**src/rtl/uart_rx_ctrl.sv**
```systemverilog
// UART receive frame controller: start detection, oversampling edge/bit counting,
// LSB-first deserialization, parity strobe and start/stop/parity frame checking.
module uart_rx_ctrl #(
  parameter int DATA_W = 8,
  parameter int EDGE_W = 6
) (
  input  logic              CLK,
  input  logic              RST,
  input  logic              RX_IN,
  input  logic [EDGE_W-1:0] prescale,
  input  logic              par_en,
  input  logic              sampled_bit,
  input  logic              par_err,
  output logic              dat_samp_en,
  output logic [EDGE_W-1:0] edge_cnt,
  output logic              par_check_en,
  output logic [DATA_W-1:0] p_data,
  output logic              data_valid,
  output logic              stop_err
);

  localparam int                BIT_W     = (DATA_W > 1) ? $clog2(DATA_W) : 1;
  localparam logic [EDGE_W-1:0] EDGE_ZERO = EDGE_W'(0);
  localparam logic [EDGE_W-1:0] EDGE_ONE  = EDGE_W'(1);
  localparam logic [BIT_W-1:0]  BIT_ZERO  = BIT_W'(0);
  localparam logic [BIT_W-1:0]  BIT_ONE   = BIT_W'(1);
  localparam logic [BIT_W-1:0]  BIT_LAST  = BIT_W'(DATA_W - 1);

  typedef enum logic [2:0] {
    IDLE   = 3'd0,
    START  = 3'd1,
    DATA   = 3'd2,
    PARITY = 3'd3,
    STOP   = 3'd4,
    CHK    = 3'd5
  } state_t;

  state_t            state_r;
  state_t            state_nxt_s;
  logic [EDGE_W-1:0] edge_cnt_r;
  logic [EDGE_W-1:0] edge_nxt_s;
  logic [EDGE_W-1:0] edge_inc_s;
  logic [EDGE_W-1:0] last_edge_s;
  logic [EDGE_W-1:0] prescale_r;
  logic [BIT_W-1:0]  bit_idx_r;
  logic [BIT_W-1:0]  bit_idx_nxt_s;
  logic              par_en_r;
  logic              bit_end_s;
  logic              frame_start_s;
  logic              capture_s;
  logic              stop_end_s;
  logic [DATA_W-1:0] p_data_r;
  logic              dat_samp_en_r;
  logic              par_check_en_r;
  logic              data_valid_r;
  logic              stop_err_r;
  logic              samp_en_nxt_s;
  logic              pce_nxt_s;
  logic              dv_nxt_s;

  // Bit time ends on the last oversampling edge of the latched prescale.
  assign last_edge_s = prescale_r - EDGE_ONE;
  assign bit_end_s   = (edge_cnt_r == last_edge_s);
  assign edge_inc_s  = edge_cnt_r + EDGE_ONE;

  // Next-state, edge counter and bit index decode.
  always_comb begin
    state_nxt_s   = state_r;
    edge_nxt_s    = EDGE_ZERO;
    bit_idx_nxt_s = bit_idx_r;
    frame_start_s = 1'b0;
    capture_s     = 1'b0;
    stop_end_s    = 1'b0;
    case (state_r)
      IDLE, CHK: begin
        // A low line in IDLE or CHK is edge 0 of the next start bit.
        bit_idx_nxt_s = BIT_ZERO;
        if (!RX_IN) begin
          state_nxt_s   = START;
          edge_nxt_s    = EDGE_ONE;
          frame_start_s = 1'b1;
        end else begin
          state_nxt_s   = IDLE;
        end
      end
      START: begin
        if (bit_end_s) begin
          if (!sampled_bit) begin
            state_nxt_s = DATA;
          end else begin
            state_nxt_s = IDLE;
          end
        end else begin
          edge_nxt_s = edge_inc_s;
        end
      end
      DATA: begin
        if (bit_end_s) begin
          capture_s = 1'b1;
          if (bit_idx_r == BIT_LAST) begin
            bit_idx_nxt_s = BIT_ZERO;
            if (par_en_r) begin
              state_nxt_s = PARITY;
            end else begin
              state_nxt_s = STOP;
            end
          end else begin
            bit_idx_nxt_s = bit_idx_r + BIT_ONE;
          end
        end else begin
          edge_nxt_s = edge_inc_s;
        end
      end
      PARITY: begin
        if (bit_end_s) begin
          state_nxt_s = STOP;
        end else begin
          edge_nxt_s = edge_inc_s;
        end
      end
      STOP: begin
        if (bit_end_s) begin
          stop_end_s  = 1'b1;
          state_nxt_s = CHK;
        end else begin
          edge_nxt_s = edge_inc_s;
        end
      end
      default: begin
        state_nxt_s   = IDLE;
        bit_idx_nxt_s = BIT_ZERO;
      end
    endcase
  end

  // Output decode one cycle ahead so every output comes straight from a flop.
  always_comb begin
    samp_en_nxt_s = 1'b0;
    pce_nxt_s     = 1'b0;
    dv_nxt_s      = 1'b0;
    case (state_nxt_s)
      START, DATA, STOP: begin
        samp_en_nxt_s = 1'b1;
      end
      PARITY: begin
        samp_en_nxt_s = 1'b1;
        pce_nxt_s     = (edge_nxt_s == last_edge_s);
      end
      CHK: begin
        // par_err is already settled during STOP, so the verdict can be taken here.
        dv_nxt_s = stop_end_s & sampled_bit & (~par_en_r | ~par_err);
      end
      default: begin
        samp_en_nxt_s = 1'b0;
      end
    endcase
  end

  // FSM state, edge counter and bit index.
  always_ff @(posedge CLK or negedge RST) begin
    if (!RST) begin
      state_r    <= IDLE;
      edge_cnt_r <= EDGE_ZERO;
      bit_idx_r  <= BIT_ZERO;
    end else begin
      state_r    <= state_nxt_s;
      edge_cnt_r <= edge_nxt_s;
      bit_idx_r  <= bit_idx_nxt_s;
    end
  end

  // Frame configuration is frozen at the start of each frame.
  always_ff @(posedge CLK or negedge RST) begin
    if (!RST) begin
      prescale_r <= EDGE_ZERO;
      par_en_r   <= 1'b0;
    end else if (frame_start_s) begin
      prescale_r <= prescale;
      par_en_r   <= par_en;
    end
  end

  // Data shift-in and stop-bit error flag.
  always_ff @(posedge CLK or negedge RST) begin
    if (!RST) begin
      p_data_r   <= {DATA_W{1'b0}};
      stop_err_r <= 1'b0;
    end else begin
      if (capture_s) begin
        p_data_r[bit_idx_r] <= sampled_bit;
      end
      if (frame_start_s) begin
        stop_err_r <= 1'b0;
      end else if (stop_end_s) begin
        stop_err_r <= ~sampled_bit;
      end
    end
  end

  // Registered strobes and enables.
  always_ff @(posedge CLK or negedge RST) begin
    if (!RST) begin
      dat_samp_en_r  <= 1'b0;
      par_check_en_r <= 1'b0;
      data_valid_r   <= 1'b0;
    end else begin
      dat_samp_en_r  <= samp_en_nxt_s;
      par_check_en_r <= pce_nxt_s;
      data_valid_r   <= dv_nxt_s;
    end
  end

  assign dat_samp_en  = dat_samp_en_r;
  assign edge_cnt     = edge_cnt_r;
  assign par_check_en = par_check_en_r;
  assign p_data       = p_data_r;
  assign data_valid   = data_valid_r;
  assign stop_err     = stop_err_r;

endmodule
```
**config.mk**
```make
export PLATFORM = sky130hd
export DESIGN_NAME = uart_rx_ctrl
export DESIGN_NICKNAME = d
export VERILOG_FILES = /design/src/rtl/uart_rx_ctrl.sv
export SDC_FILE = /design/constraint.sdc
export NUM_CORES = 1
export LEC_CHECK = 0
export CAP_MARGIN = 20
export CORE_ASPECT_RATIO = 0.5
export CORE_MARGIN = 2
export CORE_UTILIZATION = 57
export DETAILED_ROUTE_END_ITERATION = 8
export PLACE_DENSITY_LB_ADDON = 0.12
export SLEW_MARGIN = 20
export SYNTH_ARGS = -nofsm -noshare
export SYNTH_HDL_FRONTEND = slang
export SYNTH_SLANG_ARGS = --single-unit
export TNS_END_PERCENT = 20
```
**constraint.sdc**
```tcl
create_clock -name CLK -period 5.3 [get_ports CLK]
set_input_delay 1.06 -clock CLK [delete_from_list [all_inputs] [get_ports CLK]]
set_output_delay 1.06 -clock CLK [all_outputs]
set_load 0.02 [all_outputs]
```
Word level (Yosys, flattened, before mapping)
Cells that the tools add are included.

storage, ports and cells
  bits in registers = 31
  input port bits = 12

cells by class
  add/sub/neg operators = 3
  order comparisons = 2
  equal/unequal tests = 14
  muxes and demuxes = 28
  bitwise operators = 7
  reductions and logical operators = 8

operator list
  cell                 number
  $mux 3               8
  $eq 3x3->1 const B   5
  $pmux 3 s5           1
  $mux 1               13
  $eq 3x2->1 const B   4
  $eq 6x6->1           2
  $pmux 6 s2           1
  $bwmux 8             1
  $reduce_or 4->1      2
  $add 6x1->6 const B  1
  $eq 3x1->1 const B   2
  $mux 6               1
  $pmux 3 s2           1
  $sub 6x1->6 const B  1
  $lt 3x4->1 const B   1
  $not 1->1            4
  $add 3x1->3 const B  1
  $demux 1 s3          1
  $ge 3x1->1 const B   1
  $logic_not 3->1      1
  $reduce_or 3->1      1
  $and 1x1->1          2
  $mux 2               1
  $ne 2x2->1 const B   1
  other kinds (5)      5

Longest topological paths before layout
  depth in word-level cells = 7
  gate-level depth with buffers = 10

Worst setup path after synthesis
No wires, ideal clock.

  kind = flip-flop to flip-flop
  from = register prescale_r[0]
  to = register p_data_r[2], in the netlist p_data[2]
  library setup time = 0.128 ns
  data arrival time = 2.664 ns
  slack = 2.508 ns
  stages on the path, launching flop included = 8
  clock period less this slack = 2.792 ns
  cell sequence = dfrtp_1 -> or4_4 -> nor2_1 -> xor3_2 -> or2_1 -> or4_4 -> nor3b_2 -> mux2_1

on the way
  word-level cells in the longest chain between the ends = 4

ends and longest elaborated chain
  what                           RTL line  text
  start, declared                44        logic [EDGE_W-1:0] prescale_r;
  start signal, assigned         178       prescale_r <= prescale;
  $sub 6x1->6                    62        assign last_edge_s = prescale_r - EDGE_ONE;
  $eq 6x6->1                     63        assign bit_end_s = (edge_cnt_r == last_edge_s);
  $mux 1                         98        if (bit_end_s) begin
  $mux 1                         74        case (state_r)
  end signal, assigned           186       p_data_r <= {DATA_W{1'b0}};
  end signal, assigned by index  190       p_data_r[bit_idx_r] <= sampled_bit;
  end, declared                  52        logic [DATA_W-1:0] p_data_r;

Every way passes these cells.
A chain may end at the register's enable or synchronous reset.

Final worst setup path
Same ends and word-level chain as after synthesis.

==> flow_summary.json <==
{
  "setup_tns_ns": 0,
  "core_area_mm2": 0.00305,
  "rsz0062_at_grt": "false",
  "firstDrtPassIters": 4,
  "setup_viol": 0,
  "hold_viol_final": 0,
  "cp_max_fo": 11,
  "fmax_ghz": 0.319,
  "synth_edf_count": 0,
  "cts_resized": 0,
  "use_met1": 0.286,
  "reg2reg_to": "p_data[2]$_DFFE_PN0P_",
  "initial_core_util": 0.608,
  "dieWidth_um": 84.6,
  "min_to": "p_data[6]$_DFFE_PN0P_",
  "diodes": 0,
  "min_path_type": "reg -> reg",
  "grtUsageTotal": 0.224,
  "grt_pass1_wl_um": 6260,
  "io_buffers": 29,
  "period_needed_ns": 3.13,
  "cts_tree": "yes",
  "synthTopCellsByCount": "31 x dfrtp_1, 13 x nor2_1, 9 x nand2_1, 9 x xnor2_1, 8 x mux2_1",
  "cts_sinks": 31,
  "reg2reg_slack_ns": 2.17,
  "routabilityCongestion": 0.841,
  "clock_skew_ns": 0.00671,
  "synth_most_common_cell": "dfrtp_1",
  "cp_slowest_stage_delay_ns": 0.57,
  "yosys_warnings": 0,
  "r2r_start": "prescale_r[0]$_DFFE_PN0P_",
  "outcome": "finished, final reports clean",
  "wire_per_inst_um": 15.4,
  "avgSynthCellArea_um2": 11.0,
  "drv_slew": 0,
  "critical_path_class": "reg -> reg",
  "pwr_density_cell_mw_per_mm2": 544,
  "synthDistinctLibCells": 52,
  "cp-end-kind": "flop",
  "grt.busiest_layer": "met2",
  "synth-main-ff-cell": "dfrtp_1",
  "instances_no_fill": 238,
  "seq_area_frac_synth": 0.419,
  "timing.final.crit_share": 0.591,
  "layout.nets": 214,
  "drtIter0Drc": 94,
  "ir_drop_mv": 0.470,
  "drive_gt1_frac": 0.162,
  "critPathSlowestCell": "or4_4",
  "drv_cap": 0,
  "fill_cells": 242,
  "synthArstFlopShare": 1.00,
  "hold_start": "p_data[6]$_DFFE_PN0P_",
  "overflow": 0,
  "cts_hold_buf": 0,
  "holdPathStages": 1,
  "worst_ep_required_time_ns": 5.47,
  "netlist.area_leader.share": 0.419,
  "p_leak_uw": 0.000948,
  "use_met2": 0.372,
  "yosysTopAreaCell": "dfrtp_1",
  "drc": 0,
  "syn_inst": 169,
  "dp.cells": 231,
  "synth_area_mm2": 0.00185,
  "via_per_inst": 5.73,
  "cp_cell_sequence": "inv_1 > ha_1 > nor3b_1 > xnor3_2 > nand4b_4 > or2_1 > or4_4 > nor3b_2 > mux2_1",
  "num_vias": 1363,
  "rr_worst_depth": 9,
  "wirelength_um": 3670,
  "cts.path.max_buffers": 2,
  "clock_latency_ns": 0.29,
  "antenna_found_initial": 0,
  "syn_to_final_growth_pct": 21.4,
  "die_area_mm2": 0.00375,
  "clockRootBuffer": "clkbuf_8",
  "clk_pin_slew_worst_paths_ns": 0.07,
  "pin_count": 30,
  "maxSlewHeadroom": 0.696,
  "synth_seq_cells": 31,
  "use_met3": 0.0877,
  "arrival_ns": 3.30,
  "h-tree-depth": 2,
  "cts_inserted_buffers": 5,
  "dp_hpwl_um": 2680,
  "std_cell_rows": 14,
  "first_global_vias": 1308,
  "grt_max_degree": 32,
  "fp.dieH_um": 44.3,
  "synth_area_leaders": "dfrtp_1 42%, mux2_1 4.9%, mux2_2 4.3%",
  "post_cts_buffers": 0,
  "cp-start-kind": "flop",
  "antenna_left": 0,
  "tightest_slew_ns": 0.455,
  "synth_nets": 185
}
[cells by family (layout without fill, tap and decap cells)]
logic type	after synthesis	count (layout)	synth area share
adder cells (fa/ha/maj)	4	4	0.0270
flip-flops	31	31	0.419
XOR/XNOR	18	18	0.110
buffers and inverters	15	44	0.0351
AO/OA/AOI/OAI	26	26	0.106
AND/OR/NAND/NOR	60	60	0.211
multiplexers	15	15	0.0912
[flip-flops by register name (all words and copies together) (netlist names)]
| signal | flops |
|---|---|
| data_valid | 1 |
| edge_cnt | 6 |
| par_check_en | 1 |
| dat_samp_en | 1 |
| bit_idx_r | 3 |
| par_en_r | 1 |
| p_data | 8 |
| stop_err | 1 |
| prescale_r | 6 |
| state_r | 3 |
[placed cells by master (no fill, tap or decap), drive strengths merged, types with 6 or more instances in the layout]
master,n
dfrtp,31
clkbuf,6
clkdlybuf4s50,29
nand2,9
mux2,15
xnor2,11
nor2,13
inv,7
nor3,7
[power by group]
part / internal (uW) / switching [uW]
combinational: 308 / 320
sequential: 302 / 104
clock: 102 / 87.1
total: 711 / 511
[area by class of cell]
type                            count  area [um^2]  share of cell area
Clock buffer                        6         82.6              0.0367
Clock inverter                      1         5.00             0.00223
Inverter                            7         26.3              0.0117
Multi-Input combinational cell    123         1010               0.450
Sequential cell                    31          776               0.345
Tap cell                           40         50.0              0.0223
Timing Repair Buffer               30          298               0.132
[worst max-delay path, delay by kind of cell (launching register included)]
family                     cells  cell delay (ns)
and+or+nand+nor                5             1.68
DFF                            1             0.45
muxes                          1             0.34
xor gates and xnor gates       1             0.26
adders and majority gates      1             0.19
buffers and inverters          1             0.09
[worst max path at each step]
stage / end / startpoint / cells past startpoint
floorplan: p_data[2]$_DFFE_PN0P_ / prescale_r[0]$_DFFE_PN0P_ / 7
global placement: p_data[2]$_DFFE_PN0P_ / prescale_r[0]$_DFFE_PN0P_ / 9
detailed placement: p_data[2]$_DFFE_PN0P_ / prescale_r[0]$_DFFE_PN0P_ / 9
CTS: p_data[2]$_DFFE_PN0P_ / prescale_r[0]$_DFFE_PN0P_ / 9
global route: p_data[2]$_DFFE_PN0P_ / prescale_r[0]$_DFFE_PN0P_ / 9
finish: p_data[2]$_DFFE_PN0P_ / prescale_r[0]$_DFFE_PN0P_ / 9
[routing by layer]
layer / part of all wire / wire length, um / vias to the layer above
met5: 0 / 0 / -
met4: 0.0060 / 22 / 0
li1: - / - / 664
met3: 0.047 / 173 / 5
met2: 0.48 / 1770 / 29
met1: 0.46 / 1710 / 665
[metrics by stage]
stage	setup slack (ns)	total power (uW)	utilization	hold WS (ns)	area, um^2
global route	2.01	1310	0.738	0.501	2250
detailed placement	2.17	1030	0.709	0.477	2160
floorplan	2.51	878	-	0.502	1850
finish	2.17	1220	0.738	0.488	2250
global placement	2.26	1010	0.709	0.470	2160
CTS	2.16	1230	0.738	0.492	2250
Note: power is estimated with default switching activity, not from simulation.
